==> src/rtl/controle_multiciclo_pkg.sv <==
// Shared types and encodings for the multicycle control unit of the 3-bit-opcode CPU.
package controle_multiciclo_pkg;

  typedef enum logic [3:0] {
    INICIO  = 4'd0,
    BUSCA   = 4'd1,
    DECOD   = 4'd2,
    EXEC_R  = 4'd3,
    EXEC_I  = 4'd4,
    END_MEM = 4'd5,
    LE_MEM  = 4'd6,
    ESC_MEM = 4'd7,
    ESC_REG = 4'd8,
    DESVIO  = 4'd9,
    SALTO   = 4'd10,
    PARADO  = 4'd11,
    ERRO    = 4'd12
  } estado_t;

  localparam logic [2:0] OP_ADD  = 3'b000;
  localparam logic [2:0] OP_LW   = 3'b001;
  localparam logic [2:0] OP_SW   = 3'b010;
  localparam logic [2:0] OP_BEQZ = 3'b011;
  localparam logic [2:0] OP_ADDI = 3'b100;
  localparam logic [2:0] OP_J    = 3'b101;
  localparam logic [2:0] OP_SUB  = 3'b110;
  localparam logic [2:0] OP_HALT = 3'b111;

  localparam logic [1:0] ULAOP_ADD  = 2'b00;
  localparam logic [1:0] ULAOP_SUB  = 2'b01;
  localparam logic [1:0] ULAOP_RADD = 2'b10;
  localparam logic [1:0] ULAOP_ADDI = 2'b11;

  localparam logic [1:0] PCF_ULA   = 2'b00;
  localparam logic [1:0] PCF_SAIDA = 2'b01;
  localparam logic [1:0] PCF_SALTO = 2'b10;

  localparam logic [1:0] ULAB_REG  = 2'b00;
  localparam logic [1:0] ULAB_UM   = 2'b01;
  localparam logic [1:0] ULAB_IMM  = 2'b10;
  localparam logic [1:0] ULAB_ZERO = 2'b11;

  // States that hold a memory request and wait for MemPronta.
  function automatic logic eh_mem(estado_t e);
    return (e == BUSCA) || (e == LE_MEM) || (e == ESC_MEM);
  endfunction

endpackage

==> src/rtl/controle_multiciclo_if.sv <==
// Control/status bundle between the multicycle controller and the datapath.
interface controle_multiciclo_if;
  logic [2:0] Opcode;
  logic       Zero;
  logic       MemPronta;
  logic       EscIR;
  logic       EscPC;
  logic [1:0] PCFonte;
  logic       IouD;
  logic       LerMem;
  logic       EscMem;
  logic [1:0] ULAOp;
  logic       ULAFonteA;
  logic [1:0] ULAFonteB;
  logic       SelDest;
  logic       RegFonte;
  logic       EscReg;
  logic       Parado;
  logic       Erro;
  logic [3:0] Estado;

  modport master (
    input  Opcode, Zero, MemPronta,
    output EscIR, EscPC, PCFonte, IouD, LerMem, EscMem, ULAOp, ULAFonteA, ULAFonteB,
           SelDest, RegFonte, EscReg, Parado, Erro, Estado
  );

  modport slave (
    output Opcode, Zero, MemPronta,
    input  EscIR, EscPC, PCFonte, IouD, LerMem, EscMem, ULAOp, ULAFonteA, ULAFonteB,
           SelDest, RegFonte, EscReg, Parado, Erro, Estado
  );
endinterface

==> src/rtl/controle_multiciclo_contador_espera.sv <==
// Memory wait counter: flags the cycle whose increment would reach TIMEOUT.
module controle_multiciclo_contador_espera #(
  parameter int unsigned CNT_W   = 4,
  parameter int unsigned TIMEOUT = 15
) (
  input  logic clk,
  input  logic rst_n,
  input  logic clr,
  input  logic en,
  output logic expirou
);

  logic [CNT_W-1:0] cnt_q, cnt_d;

  always_comb begin
    cnt_d = cnt_q;
    if (clr) begin
      cnt_d = '0;
    end else if (en) begin
      cnt_d = cnt_q + 1'b1;
    end
  end

  always_ff @(posedge clk or negedge rst_n) begin
    if (!rst_n) begin
      cnt_q <= '0;
    end else begin
      cnt_q <= cnt_d;
    end
  end

  assign expirou = en && !clr && (cnt_q == CNT_W'(TIMEOUT - 1));

endmodule

==> src/rtl/controle_multiciclo.sv <==
// Multicycle control FSM: sequences fetch, decode, execute, memory and writeback steps.
module controle_multiciclo
  import controle_multiciclo_pkg::*;
#(
  parameter int unsigned TIMEOUT = 15,
  parameter int unsigned CNT_W   = 4
) (
  input  logic                   clk,
  input  logic                   rst_n,
  controle_multiciclo_if.master  bus
);

  estado_t    estado_q, estado_d;
  logic       cnt_en, cnt_clr, expirou;
  logic       esc_ir, esc_pc, iou_d, ler_mem, esc_mem, ula_a, sel_dest, reg_fonte, esc_reg;
  logic       parado, erro;
  logic [1:0] pc_fonte, ula_op, ula_b;

  // Counter runs only while a request is outstanding; any other cycle clears it.
  assign cnt_en  = eh_mem(estado_q) && !bus.MemPronta;
  assign cnt_clr = !cnt_en;

  controle_multiciclo_contador_espera #(
    .CNT_W   (CNT_W),
    .TIMEOUT (TIMEOUT)
  ) u_contador (
    .clk     (clk),
    .rst_n   (rst_n),
    .clr     (cnt_clr),
    .en      (cnt_en),
    .expirou (expirou)
  );

  always_ff @(posedge clk or negedge rst_n) begin
    if (!rst_n) begin
      estado_q <= INICIO;
    end else begin
      estado_q <= estado_d;
    end
  end

  always_comb begin
    estado_d  = estado_q;
    esc_ir    = 1'b0;
    esc_pc    = 1'b0;
    pc_fonte  = PCF_ULA;
    iou_d     = 1'b0;
    ler_mem   = 1'b0;
    esc_mem   = 1'b0;
    ula_op    = ULAOP_ADD;
    ula_a     = 1'b0;
    ula_b     = ULAB_REG;
    sel_dest  = 1'b0;
    reg_fonte = 1'b0;
    esc_reg   = 1'b0;
    parado    = 1'b0;
    erro      = 1'b0;
    case (estado_q)
      INICIO: estado_d = BUSCA;
      BUSCA: begin
        ler_mem = 1'b1;
        ula_b   = ULAB_UM;
        if (bus.MemPronta) begin
          esc_ir   = 1'b1;
          esc_pc   = 1'b1;
          estado_d = DECOD;
        end else if (expirou) begin
          estado_d = ERRO;
        end
      end
      DECOD: begin
        ula_b = ULAB_IMM;
        unique case (bus.Opcode)
          OP_ADD, OP_SUB: estado_d = EXEC_R;
          OP_LW, OP_SW:   estado_d = END_MEM;
          OP_BEQZ:        estado_d = DESVIO;
          OP_ADDI:        estado_d = EXEC_I;
          OP_J:           estado_d = SALTO;
          default:        estado_d = PARADO;
        endcase
      end
      EXEC_R: begin
        ula_a    = 1'b1;
        ula_b    = ULAB_REG;
        ula_op   = (bus.Opcode == OP_SUB) ? ULAOP_SUB : ULAOP_RADD;
        estado_d = ESC_REG;
      end
      EXEC_I: begin
        ula_a    = 1'b1;
        ula_b    = ULAB_IMM;
        ula_op   = ULAOP_ADDI;
        estado_d = ESC_REG;
      end
      END_MEM: begin
        ula_a    = 1'b1;
        ula_b    = ULAB_IMM;
        estado_d = (bus.Opcode == OP_LW) ? LE_MEM : ESC_MEM;
      end
      LE_MEM: begin
        iou_d   = 1'b1;
        ler_mem = 1'b1;
        if (bus.MemPronta)  estado_d = ESC_REG;
        else if (expirou)   estado_d = ERRO;
      end
      ESC_MEM: begin
        iou_d   = 1'b1;
        esc_mem = 1'b1;
        if (bus.MemPronta)  estado_d = BUSCA;
        else if (expirou)   estado_d = ERRO;
      end
      ESC_REG: begin
        esc_reg   = 1'b1;
        sel_dest  = (bus.Opcode == OP_LW);
        reg_fonte = (bus.Opcode == OP_LW);
        estado_d  = BUSCA;
      end
      DESVIO: begin
        ula_a    = 1'b1;
        ula_b    = ULAB_ZERO;
        ula_op   = ULAOP_SUB;
        esc_pc   = bus.Zero;
        pc_fonte = PCF_SAIDA;
        estado_d = BUSCA;
      end
      SALTO: begin
        esc_pc   = 1'b1;
        pc_fonte = PCF_SALTO;
        estado_d = BUSCA;
      end
      PARADO:  parado = 1'b1;
      ERRO:    erro   = 1'b1;
      default: estado_d = INICIO;
    endcase
  end

  assign bus.EscIR     = esc_ir;
  assign bus.EscPC     = esc_pc;
  assign bus.PCFonte   = pc_fonte;
  assign bus.IouD      = iou_d;
  assign bus.LerMem    = ler_mem;
  assign bus.EscMem    = esc_mem;
  assign bus.ULAOp     = ula_op;
  assign bus.ULAFonteA = ula_a;
  assign bus.ULAFonteB = ula_b;
  assign bus.SelDest   = sel_dest;
  assign bus.RegFonte  = reg_fonte;
  assign bus.EscReg    = esc_reg;
  assign bus.Parado    = parado;
  assign bus.Erro      = erro;
  assign bus.Estado    = estado_q;

endmodule

==> src/flat_wrapper.sv <==
// flat-port wrapper written by rule: the top's interface ports become plain ports
module controle_multiciclo_flat import controle_multiciclo_pkg::*;
#(
  parameter int unsigned TIMEOUT = 15,
  parameter int unsigned CNT_W   = 4
)
  (clk, rst_n, bus_Opcode, bus_Zero, bus_MemPronta, bus_EscIR, bus_EscPC, bus_PCFonte, bus_IouD, bus_LerMem, bus_EscMem, bus_ULAOp, bus_ULAFonteA, bus_ULAFonteB, bus_SelDest, bus_RegFonte, bus_EscReg, bus_Parado, bus_Erro, bus_Estado);
  controle_multiciclo_if bus_i ();
  input  logic clk;
  input  logic rst_n;
  input wire logic [$bits(bus_i.Opcode)-1:0] bus_Opcode;
  input wire logic [$bits(bus_i.Zero)-1:0] bus_Zero;
  input wire logic [$bits(bus_i.MemPronta)-1:0] bus_MemPronta;
  output wire logic [$bits(bus_i.EscIR)-1:0] bus_EscIR;
  output wire logic [$bits(bus_i.EscPC)-1:0] bus_EscPC;
  output wire logic [$bits(bus_i.PCFonte)-1:0] bus_PCFonte;
  output wire logic [$bits(bus_i.IouD)-1:0] bus_IouD;
  output wire logic [$bits(bus_i.LerMem)-1:0] bus_LerMem;
  output wire logic [$bits(bus_i.EscMem)-1:0] bus_EscMem;
  output wire logic [$bits(bus_i.ULAOp)-1:0] bus_ULAOp;
  output wire logic [$bits(bus_i.ULAFonteA)-1:0] bus_ULAFonteA;
  output wire logic [$bits(bus_i.ULAFonteB)-1:0] bus_ULAFonteB;
  output wire logic [$bits(bus_i.SelDest)-1:0] bus_SelDest;
  output wire logic [$bits(bus_i.RegFonte)-1:0] bus_RegFonte;
  output wire logic [$bits(bus_i.EscReg)-1:0] bus_EscReg;
  output wire logic [$bits(bus_i.Parado)-1:0] bus_Parado;
  output wire logic [$bits(bus_i.Erro)-1:0] bus_Erro;
  output wire logic [$bits(bus_i.Estado)-1:0] bus_Estado;
  assign bus_i.Opcode = bus_Opcode;
  assign bus_i.Zero = bus_Zero;
  assign bus_i.MemPronta = bus_MemPronta;
  assign bus_EscIR = bus_i.EscIR;
  assign bus_EscPC = bus_i.EscPC;
  assign bus_PCFonte = bus_i.PCFonte;
  assign bus_IouD = bus_i.IouD;
  assign bus_LerMem = bus_i.LerMem;
  assign bus_EscMem = bus_i.EscMem;
  assign bus_ULAOp = bus_i.ULAOp;
  assign bus_ULAFonteA = bus_i.ULAFonteA;
  assign bus_ULAFonteB = bus_i.ULAFonteB;
  assign bus_SelDest = bus_i.SelDest;
  assign bus_RegFonte = bus_i.RegFonte;
  assign bus_EscReg = bus_i.EscReg;
  assign bus_Parado = bus_i.Parado;
  assign bus_Erro = bus_i.Erro;
  assign bus_Estado = bus_i.Estado;
  controle_multiciclo #(.TIMEOUT(TIMEOUT), .CNT_W(CNT_W)) u_core (.clk(clk), .rst_n(rst_n), .bus(bus_i));
endmodule
==> config.mk <==
export PLATFORM = sky130hd
export DESIGN_NAME = controle_multiciclo_flat
export DESIGN_NICKNAME = d
export VERILOG_FILES = /design/src/rtl/controle_multiciclo_pkg.sv /design/src/rtl/controle_multiciclo_if.sv /design/src/rtl/controle_multiciclo_contador_espera.sv /design/src/rtl/controle_multiciclo.sv /design/src/flat_wrapper.sv
export SDC_FILE = /design/constraint.sdc
export NUM_CORES = 1
export LEC_CHECK = 0
export BUFFER_PORTS_ARGS = -buffer_cell sky130_fd_sc_hd__buf_2
export CORE_MARGIN = 2
export CORE_UTILIZATION = 50
export CTS_CLUSTER_DIAMETER = 200
export DETAILED_ROUTE_END_ITERATION = 12
export PLACE_DENSITY = 0.88
export RECOVER_POWER = 25
export SYNTH_ARGS = -nofsm -noshare
export SYNTH_HDL_FRONTEND = slang
export SYNTH_HIERARCHICAL = 1
export SYNTH_SLANG_ARGS = --single-unit
==> constraint.sdc <==
create_clock -name clk -period 4 [get_ports clk]
set_input_delay 0.2 -clock clk [delete_from_list [all_inputs] [get_ports clk]]
set_output_delay 0.2 -clock clk [all_outputs]
set_load 0.05 [all_outputs]
==> results.yml, run 1 <==
outcome:
  status: "completed"
global_routing:
  grt_first_pass_wirelength_mm: 3.20
  overflow: 0
  grt_pass1_vias: 730
  grt_start_max_net_pins: 19
  grt_usage_pct: 22.0
  antenna_found_initial: 0
drt:
  drc_errors: 0
  wl_met1_um: 864
  drt_pass1_iterations: 4
  wl_mm: 1.97
  met3_wirelength_um: 141
  wire_per_inst_um: 13.5
  num_vias: 865
  wl_met2_um: 935
  via_per_inst: 5.92
  drt_iter0_drc: 42
  ant_nets: 0
  highest_layer: "met4"
final_layout:
  fin_nets: 141
  areaGrowthSynthToFinish_pct: 19.8
  final_core_util_pct: 62.2
  drive_above_1_share_pct: 25.4
  final_cells: 146
  insertedDiodeCount: 0
pwr:
  switching_power_mw: 0.528
  leakagePower_nw: 0.465
  pwr-share-seq_pct: 20.8
  clockPowerShare_pct: 7.7
  vdd_drop_max_uv: 364
  netSwitchingFraction_pct: 64.9
  p_int_mw: 0.286
  power_density_mw_per_mm2: 890
  comb_power_share_pct: 71.6
  power_mw: 0.814
floorplanning:
  core_area_mm2: 0.00147
  die-area_mm2: 0.00186
  num_rows: 14
  fp.dieW_um: 43.1
  die_h_um: 43.1
  ios: 28
  start_util_pct: 51.9
logic_synthesis:
  yosys_most_used_dff: "dfrtp_1"
  synth.yosys.seq_area_share_pct: 26.2
  synthAdderAreaFrac_pct: 3.28
  synthCells: 105
  synthTopCellsByCount: "nor2_1, a21oi_1, dfrtp_1, nand2b_1"
  synth.ff_latch_count: 8
  ys_types: 37
  synth_nets: 114
  yosysMostFrequentCell: "nor2_1"
  yosys_warnings: 6
  yosys.area.top_type_share_pct: 26.2
  synth_top_family_by_area: "simple AND/OR/NAND/NOR gates"
  synth_area_leaders: "dfrtp_1, nor2_1, a21oi_1"
  synth_edf_count: 0
  synth_compound_area_share_pct: 22.0
  yosys.area_share.simple_pct: 33.1
  synthArstFlopShare_pct: 100
  syn_area_per_cell_um2: 7.27
  synth_area_um2: 763
  synth_top_area_cell: "dfrtp_1"
  synthXorXnorAreaFrac_pct: 4.59
  synth.area.mux_share_pct: 3.44
placed_design:
  dp_hpwl_mm: 1.46
  placedCellCount: 142
  port_buffers: 27
  place.gp.congestion: 0.834
timing:
  fmax_mhz: 416
  hold_violations: 0
  final.setup.tns_ns: 0
  fin_skew_ns: 0.00354
  relSlewSlack_pct: 61.1
  period_share_pct: 60.0
  setup_viol: 0
  final_max_slew_viol_count: 0
  final.min_clock_period_ns: 2.40
  fin_hold_ws_ns: 0.340
  rsz0062_at_grt: "no"
  tightest_slew_ns: 0.586
critical_path:
  cp.arrival_ns: 2.54
  worstPathRequired_ns: 4.14
  cp-end-kind: "register"
  startpoint: "u_core/bus.Estado[1]"
  critPathMaxFanout: 18
  worstRegToRegCells: 7
  r2r_start: "u_core/bus.Estado[1]"
  cp-start-kind: "register"
  worst-setup-path-type: "register to register"
clocking:
  cts_num_sinks: 8
  clk_latency_ns: 0.25
  clockBufferDepth: 2
  cts_max_level: 1
  cts_tree: "yes"
  cts-root-buf: "clkbuf_4"
  holdBufCountCts: 1
  post_cts_buffers: 0
  cts_inserted_buffers: 3
  clkTransAtPathRegs_ns: 0.06
  cts_resized: 0
min_path:
  hold_start: "bus_Opcode[0]"
  min_path_type: "primary input to register"
  holdPathStages: 3
run:
  maxCapViolCount: 0
-- cells in the final DEF (no fill, tap or decap), types with 3 or more instances in the layout --
cell       n
dfrtp_1    8
a21oi_1   10
xnor2_1    3
nor2_1    22
buf_2     25
nor3_1     3
o21ai_0    4
nand2_1    5
inv_1      5
nand2b_1   7
clkbuf_4   3
-- per-stage QoR --
step	setup slack [ns]	cell area, µm²
5_1_grt	1.46	915
2_1_floorplan	0.831	763
3_5_place_dp	1.68	885
6_report	1.60	915
4_1_cts	1.67	917
3_3_place_gp	1.83	885
-- area by class of cell --
type | count | area [µm²]
fill | 134 | 557
multi-input combinational | 85 | 507
sequential | 8 | 200
timing repair buffer | 28 | 143
clock buffer | 3 | 22.5
inverter | 6 | 22.5
tap | 16 | 20.0
-- kinds of logic after synthesis --
family / Yosys count
buffers and inverters: 12
flip-flops: 8
multiplexers: 2
AND/OR/NAND/NOR: 50
AO/OA/AOI/OAI: 27
XOR/XNOR: 4
adder cells (fa/ha/maj): 2
-- power groups by stage --
stage               Combinational [mW]  Sequential, mW  Clock (mW)
finish                           0.582           0.169      0.0625
CTS                              0.581           0.166      0.0633
global placement                 0.568           0.165           0
detailed placement               0.578           0.168           0
floorplan                        0.457           0.182           0
global route                     0.615           0.177      0.0678
-- worst paths after layout --
check,endpoint,slack [ns]
worst max-delay path,u_core/bus.Estado[2],1.60
max in group asynchronous,u_core/u_contador/cnt_q[0],3.29
worst max register to register,u_core/bus.Estado[2],1.60
min in group asynchronous,u_core/bus.Estado[1],0.40
worst min register to register,u_core/u_contador/cnt_q[2],0.59
worst min-delay path,u_core/bus.Estado[3],0.34
-- per-layer routing --
layer	up-vias	track usage [%]
met2	46	36.4
li1	419	-
met3	4	2.98
met5	-	0
met1	396	29.7
met4	0	6.67
-- sequential cells by signal (all words and copies together) (netlist names) --
register	count
u_core/u_contador/cnt_q	4
u_core/bus.Estado	4
-- critical path, stage by stage (launching register included) --
cell,delay [ns]
dfrtp_1,0.58
and2_1,0.29
o21ai_1,0.41
inv_1,0.23
and4_1,0.28
nand2b_1,0.12
o2bb2ai_1,0.09
a211o_1,0.30
No activity file was read; power rests on OpenSTA's default activity.
==> run 2: changes to the inputs <==
--- a/config.mk
+++ b/config.mk
@@ -7,10 +7,10 @@
 export LEC_CHECK = 0
 export BUFFER_PORTS_ARGS = -buffer_cell sky130_fd_sc_hd__buf_2
 export CORE_MARGIN = 2
-export CORE_UTILIZATION = 50
+export CORE_UTILIZATION = 48
 export CTS_CLUSTER_DIAMETER = 200
 export DETAILED_ROUTE_END_ITERATION = 12
-export PLACE_DENSITY = 0.88
+export PLACE_DENSITY = 0.85
 export RECOVER_POWER = 25
 export SYNTH_ARGS = -nofsm -noshare
 export SYNTH_HDL_FRONTEND = slang
==> constraint.sdc (replaced) <==
create_clock -name clk -period 2.3 [get_ports clk]
set_input_delay 0.115 -clock clk [delete_from_list [all_inputs] [get_ports clk]]
set_output_delay 0.115 -clock clk [all_outputs]
set_load 0.05 [all_outputs]
==> run 2 against run 1 <==
Highest routed layer is now met3. Clock power grew 76%. Sequential power rose by 43%. Global-route usage is 0.32 points lower. Flip-flop and latch count unchanged. Clock skew is 0.0085 ns higher. Combinational power grew 98%.
==> results.yml, run 2 (synthesis results as in run 1) <==
outcome:
  status: "completed"
critical_path:
  worst-setup-path-type: "register to register"
  cp-end-kind: "register"
  r2r_end: "u_core/bus.Estado[1]"
  r2r_start: "u_core/bus.Estado[1]"
  timing.reg2reg.setup_slack_ns: 0.20
  cp.arrival_ns: 2.23
  worstRegToRegCells: 8
  critPathMaxFanout: 18
  path_cells: "and2_1, o21ai_2, nor2b_1, and4_1, nor2_1, a21oi_1, nor3_1, or3_1"
  crit_buf_inv: 0
  cp_slowest_stage_delay_ns: 0.60
  cp-start-kind: "register"
  path_delay_family: "simple AND/OR/NAND/NOR gates"
  crit_slowest_cell: "dfrtp_2"
  worstPathRequired_ns: 2.43
final_layout:
  multi_input_area_um2: 537
  seq_area_um2: 203
  final_cell_mix: "buf_2, nor2_1, a21oi_1"
  fillerInstances: 136
  insertedDiodeCount: 0
  drive_above_1_share_pct: 32.1
  fin_nets: 144
  final_common_cell: "buf_2"
  areaGrowthSynthToFinish_pct: 27.5
run:
  maxCapViolCount: 0
pwr:
  power_mw: 1.50
  vdd_drop_max_uv: 761
  leakagePower_nw: 0.484
  power_density_mw_per_mm2: 1540
clocking:
  clockBufferDepth: 2
  cts_num_sinks: 8
  holdBufCountCts: 1
  cts_resized: 0
  clk_latency_ns: 0.25
  clkTransAtPathRegs_ns: 0.06
  cts_max_level: 1
  post_cts_buffers: 0
  cts_inserted_buffers: 3
  cts-root-buf: "clkbuf_4"
  cts_tree: "yes"
global_routing:
  grt_start_max_net_pins: 19
  overflow: 0
  grt_usage_pct: 21.7
  grt_pass1_vias: 745
  grt_first_pass_wirelength_mm: 3.16
  antenna_found_initial: 0
timing:
  final.setup.tns_ns: 0
  fmax_mhz: 476
  setup_viol: 0
  period_share_pct: 91.3
  fin_skew_ns: 0.0120
  hold_violations: 0
  final.min_clock_period_ns: 2.10
  tightest_slew_ns: 0.588
  final_max_slew_viol_count: 0
  relSlewSlack_pct: 61.0
  rsz0062_at_grt: "no"
floorplanning:
  fp.dieW_um: 43.9
  die_h_um: 43.9
  core_area_mm2: 0.00151
  start_util_pct: 50.7
  die-area_mm2: 0.00193
  num_rows: 14
  ios: 28
placed_design:
  dp_hpwl_mm: 1.50
  place.gp.congestion: 0.794
  port_buffers: 27
drt:
  wire_per_inst_um: 12.9
  drt_pass1_iterations: 4
  ant_nets: 0
  via_per_inst: 5.79
  num_vias: 868
  drc_errors: 0
  drt_iter0_drc: 33
  wl_mm: 1.94
min_path:
  min_path_type: "primary input to register"
  hold_start: "bus_Opcode[0]"
  holdPathStages: 3
  holdPathEnd: "u_core/bus.Estado[3]"
run 2: changes by cell type in the layout (fill, tap and decap cells not counted), sizes merged:
cell / before / now
buf: 25 / 28
clkbuf: 5 / 6
run 2: worst max path at each step:
stage	from	to	slack, ns	cells past startpoint
5_1_grt	u_core/bus.Estado[1]	u_core/bus.Estado[1]	0.02	8
3_3_place_gp	u_core/bus.Estado[1]	u_core/bus.Estado[1]	0.31	8
4_1_cts	u_core/bus.Estado[1]	u_core/bus.Estado[1]	0.23	8
3_5_place_dp	u_core/bus.Estado[1]	u_core/bus.Estado[1]	0.25	8
2_1_floorplan	u_core/bus.Estado[0]	u_core/bus.Estado[1]	-0.18	9
6_report	u_core/bus.Estado[1]	u_core/bus.Estado[1]	0.20	8
run 2: per-stage QoR:
| stage | worst slack, ns | util, % | hold slack [ns] | instance area [µm²] | instances |
|---|---|---|---|---|---|
| 2_1_floorplan | -0.179 | - | -0.181 | 802 | 105 |
| 3_3_place_gp | 0.309 | 62.4 | -0.0430 | 940 | 145 |
| 3_5_place_dp | 0.247 | 62.4 | -0.0388 | 940 | 145 |
| 4_1_cts | 0.231 | 64.8 | 0.225 | 976 | 150 |
| 5_1_grt | 0.0201 | 64.6 | 0.282 | 973 | 150 |
| 6_report | 0.200 | 64.6 | 0.278 | 973 | 150 |
run 2: power breakdown:
part	total, mW	internal, mW	switching [mW]
clock	0.110	0.0661	0.0437
sequential	0.242	0.176	0.0662
combinational	1.15	0.314	0.838
total	1.50	0.556	0.948
run 2: layer usage:
metal,vias up,wire length (µm),global-route usage [%],share of wire (%)
li1,430,-,-,-
met1,402,941,31.9,49
met3,0,103,2.92,5.3
met2,36,889,32.9,46
met5,-,0,0,0
met4,0,0,6.67,0
run 2: tightest hold or removal path, cell delays in order:
cell      delay [ns]
buf_2           0.13
o21ai_0         0.10
o211ai_1        0.11
run 2: area by class of cell:
cell class                      count  share of cell area [%]
Timing Repair Buffer               31                    17.0
Sequential cell                     8                    20.8
Inverter                            6                    2.31
Multi-Input combinational cell     85                    55.1
Clock buffer                        4                    2.70
Tap cell                           16                    2.06
==> run 3: changes to the inputs <==
--- a/config.mk
+++ b/config.mk
@@ -5,12 +5,12 @@
 export SDC_FILE = /design/constraint.sdc
 export NUM_CORES = 1
 export LEC_CHECK = 0
-export BUFFER_PORTS_ARGS = -buffer_cell sky130_fd_sc_hd__buf_2
+export BUFFER_PORTS_ARGS = -buffer_cell sky130_fd_sc_hd__buf_4
 export CORE_MARGIN = 2
 export CORE_UTILIZATION = 48
 export CTS_CLUSTER_DIAMETER = 200
 export DETAILED_ROUTE_END_ITERATION = 12
-export PLACE_DENSITY = 0.85
+export PLACE_DENSITY = 0.79
 export RECOVER_POWER = 25
 export SYNTH_ARGS = -nofsm -noshare
 export SYNTH_HDL_FRONTEND = slang
==> run 3 against run 2 <==
Routed wire length grew 6.9%. Register-to-register slack gained 0.08 ns. Clock skew grew 0.0062 ns. Fmax grew 4.0%. Largest power group unchanged. First-iteration DRC count shrank 64%. Die area is the same. Non-clock buffer count grew 1. Setup slack gained 0.081 ns. Final area grew 7.6%.
==> results.yml, run 3 (synthesis results as in run 1) <==
outcome:
  status: "completed"
timing:
  rsz0062_at_grt: "no"
  fmax_mhz: 495
  hold_violations: 0
  tightest_slew_ns: 0.431
  fin_hold_ws_ns: 0.232
  fin_skew_ns: 0.0182
  period_share_pct: 87.8
  setup_viol: 0
  relSlewSlack_pct: 71.3
  final.setup.tns_ns: 0
  final_max_slew_viol_count: 0
  timing.final.ws_setup_ns: 0.281
  final.min_clock_period_ns: 2.02
critical_path:
  cp-end-kind: "register"
  path_cells: "nor3b_4, o21ai_2, nor2b_1, and4_1, nor2_1, a21oi_1, nor3_1, or3_1"
  cp.arrival_ns: 2.16
  worst-setup-path-type: "register to register"
  cp_slowest_stage_delay_ns: 0.51
  cp-start-kind: "register"
  critPathMaxFanout: 13
  worstPathRequired_ns: 2.44
  crit_slowest_cell: "dfrtp_2"
drt:
  drt_pass1_iterations: 4
  wl_mm: 2.07
  drc_errors: 0
  via_per_inst: 5.50
  drt_iter0_drc: 12
  wl_met2_um: 974
  wl_met1_um: 977
  met3_wirelength_um: 115
  num_vias: 830
  highest_layer: "met3"
  ant_nets: 0
  wire_per_inst_um: 13.7
final_layout:
  areaGrowthSynthToFinish_pct: 37.2
  fillerInstances: 132
  final_cell_mix: "buf_4, nor2_1, a21oi_1"
  insertedDiodeCount: 0
  drive_above_1_share_pct: 33.3
  final_common_cell: "buf_4"
  final_cells: 151
  final_core_util_pct: 69.5
  fin_nets: 145
  stdcell_area_mm2: 0.00105
floorplanning:
  core_area_mm2: 0.00151
  fp.dieW_um: 43.9
  die-area_mm2: 0.00193
  ios: 28
  num_rows: 14
  start_util_pct: 50.7
  die_h_um: 43.9
clocking:
  post_cts_buffers: 0
  cts_resized: 0
  cts_tree: "yes"
  clkTransAtPathRegs_ns: 0.06
  clk_latency_ns: 0.26
  clockBufferDepth: 2
  cts_inserted_buffers: 3
  cts_max_level: 1
  cts_num_sinks: 8
  cts-root-buf: "clkbuf_4"
pwr:
  vdd_drop_max_uv: 885
  clockPowerShare_pct: 7.3
  p_int_mw: 0.641
  power_density_mw_per_mm2: 1520
  leakagePower_nw: 0.499
  power_mw: 1.59
  switching_power_mw: 0.953
  comb_power_share_pct: 77.4
  netSwitchingFraction_pct: 59.8
  pwr-share-seq_pct: 15.3
placed_design:
  place.gp.congestion: 0.826
  placed_area_mm2: 0.00101
  dp_hpwl_mm: 1.59
  pre_cts_slack_ns: 0.293
  port_buffers: 27
  placedCellCount: 146
global_routing:
  overflow: 0
  grt_pass1_vias: 785
  grt_first_pass_wirelength_mm: 3.62
  antenna_found_initial: 0
  grt_usage_pct: 24.7
  grt_start_max_net_pins: 17
run:
  maxCapViolCount: 0
min_path:
  min_path_type: "primary input to register"
[run 3: final timing paths]
kind	from	to	slack (ns)	cells past startpoint
max reg2reg	u_core/bus.Estado[0]	u_core/bus.Estado[1]	0.28	8
max in group asynchronous	rst_n	u_core/bus.Estado[0]	1.68	2
min	bus_Opcode[0]	u_core/bus.Estado[0]	0.23	3
min reg2reg	u_core/u_contador/cnt_q[1]	u_core/u_contador/cnt_q[1]	0.61	2
min in group asynchronous	rst_n	u_core/u_contador/cnt_q[1]	0.30	2
max	u_core/bus.Estado[0]	u_core/bus.Estado[1]	0.28	8
[run 3: routing by layer]
layer	vias to the layer above	global-route usage [%]
met4	0	5.45
li1	428	-
met3	0	2.50
met5	-	0
met2	29	37.9
met1	373	37.1
[run 3: cell type report]
| class | instances | area [µm²] | area share [%] |
|---|---|---|---|
| well taps | 16 | 20.0 | 1.91 |
| multi-input cells | 85 | 537 | 51.3 |
| inverters | 6 | 22.5 | 2.15 |
| repair buffers | 32 | 239 | 22.8 |
| flip-flops and latches | 8 | 203 | 19.4 |
| clock buffers | 4 | 26.3 | 2.51 |
[run 3: power by group through the flow]
| stage | Combinational, mW | Sequential, mW | Clock [mW] |
|---|---|---|---|
| after floorplan | 0.850 | 0.326 | 0 |
| after global placement | 1.22 | 0.241 | 0 |
| after detailed placement | 1.23 | 0.246 | 0 |
| after CTS | 1.23 | 0.243 | 0.122 |
| after global routing | 1.31 | 0.251 | 0.130 |
| final | 1.23 | 0.244 | 0.116 |
[run 3: what timing repair did]
| item | in CTS | in global routing |
|---|---|---|
| hold endpoints to repair | 8 | 0 |
| endpoints found under the setup margin | 0 | 0 |
| hold buffers | 1 | 0 |
[run 3: critical path, delay by kind of cell (launching register included)]
family | cells | cell delay [ns]
AND/OR/NAND/NOR | 6 | 1.13
flip-flops | 1 | 0.51
AO/OA/AOI/OAI | 2 | 0.27
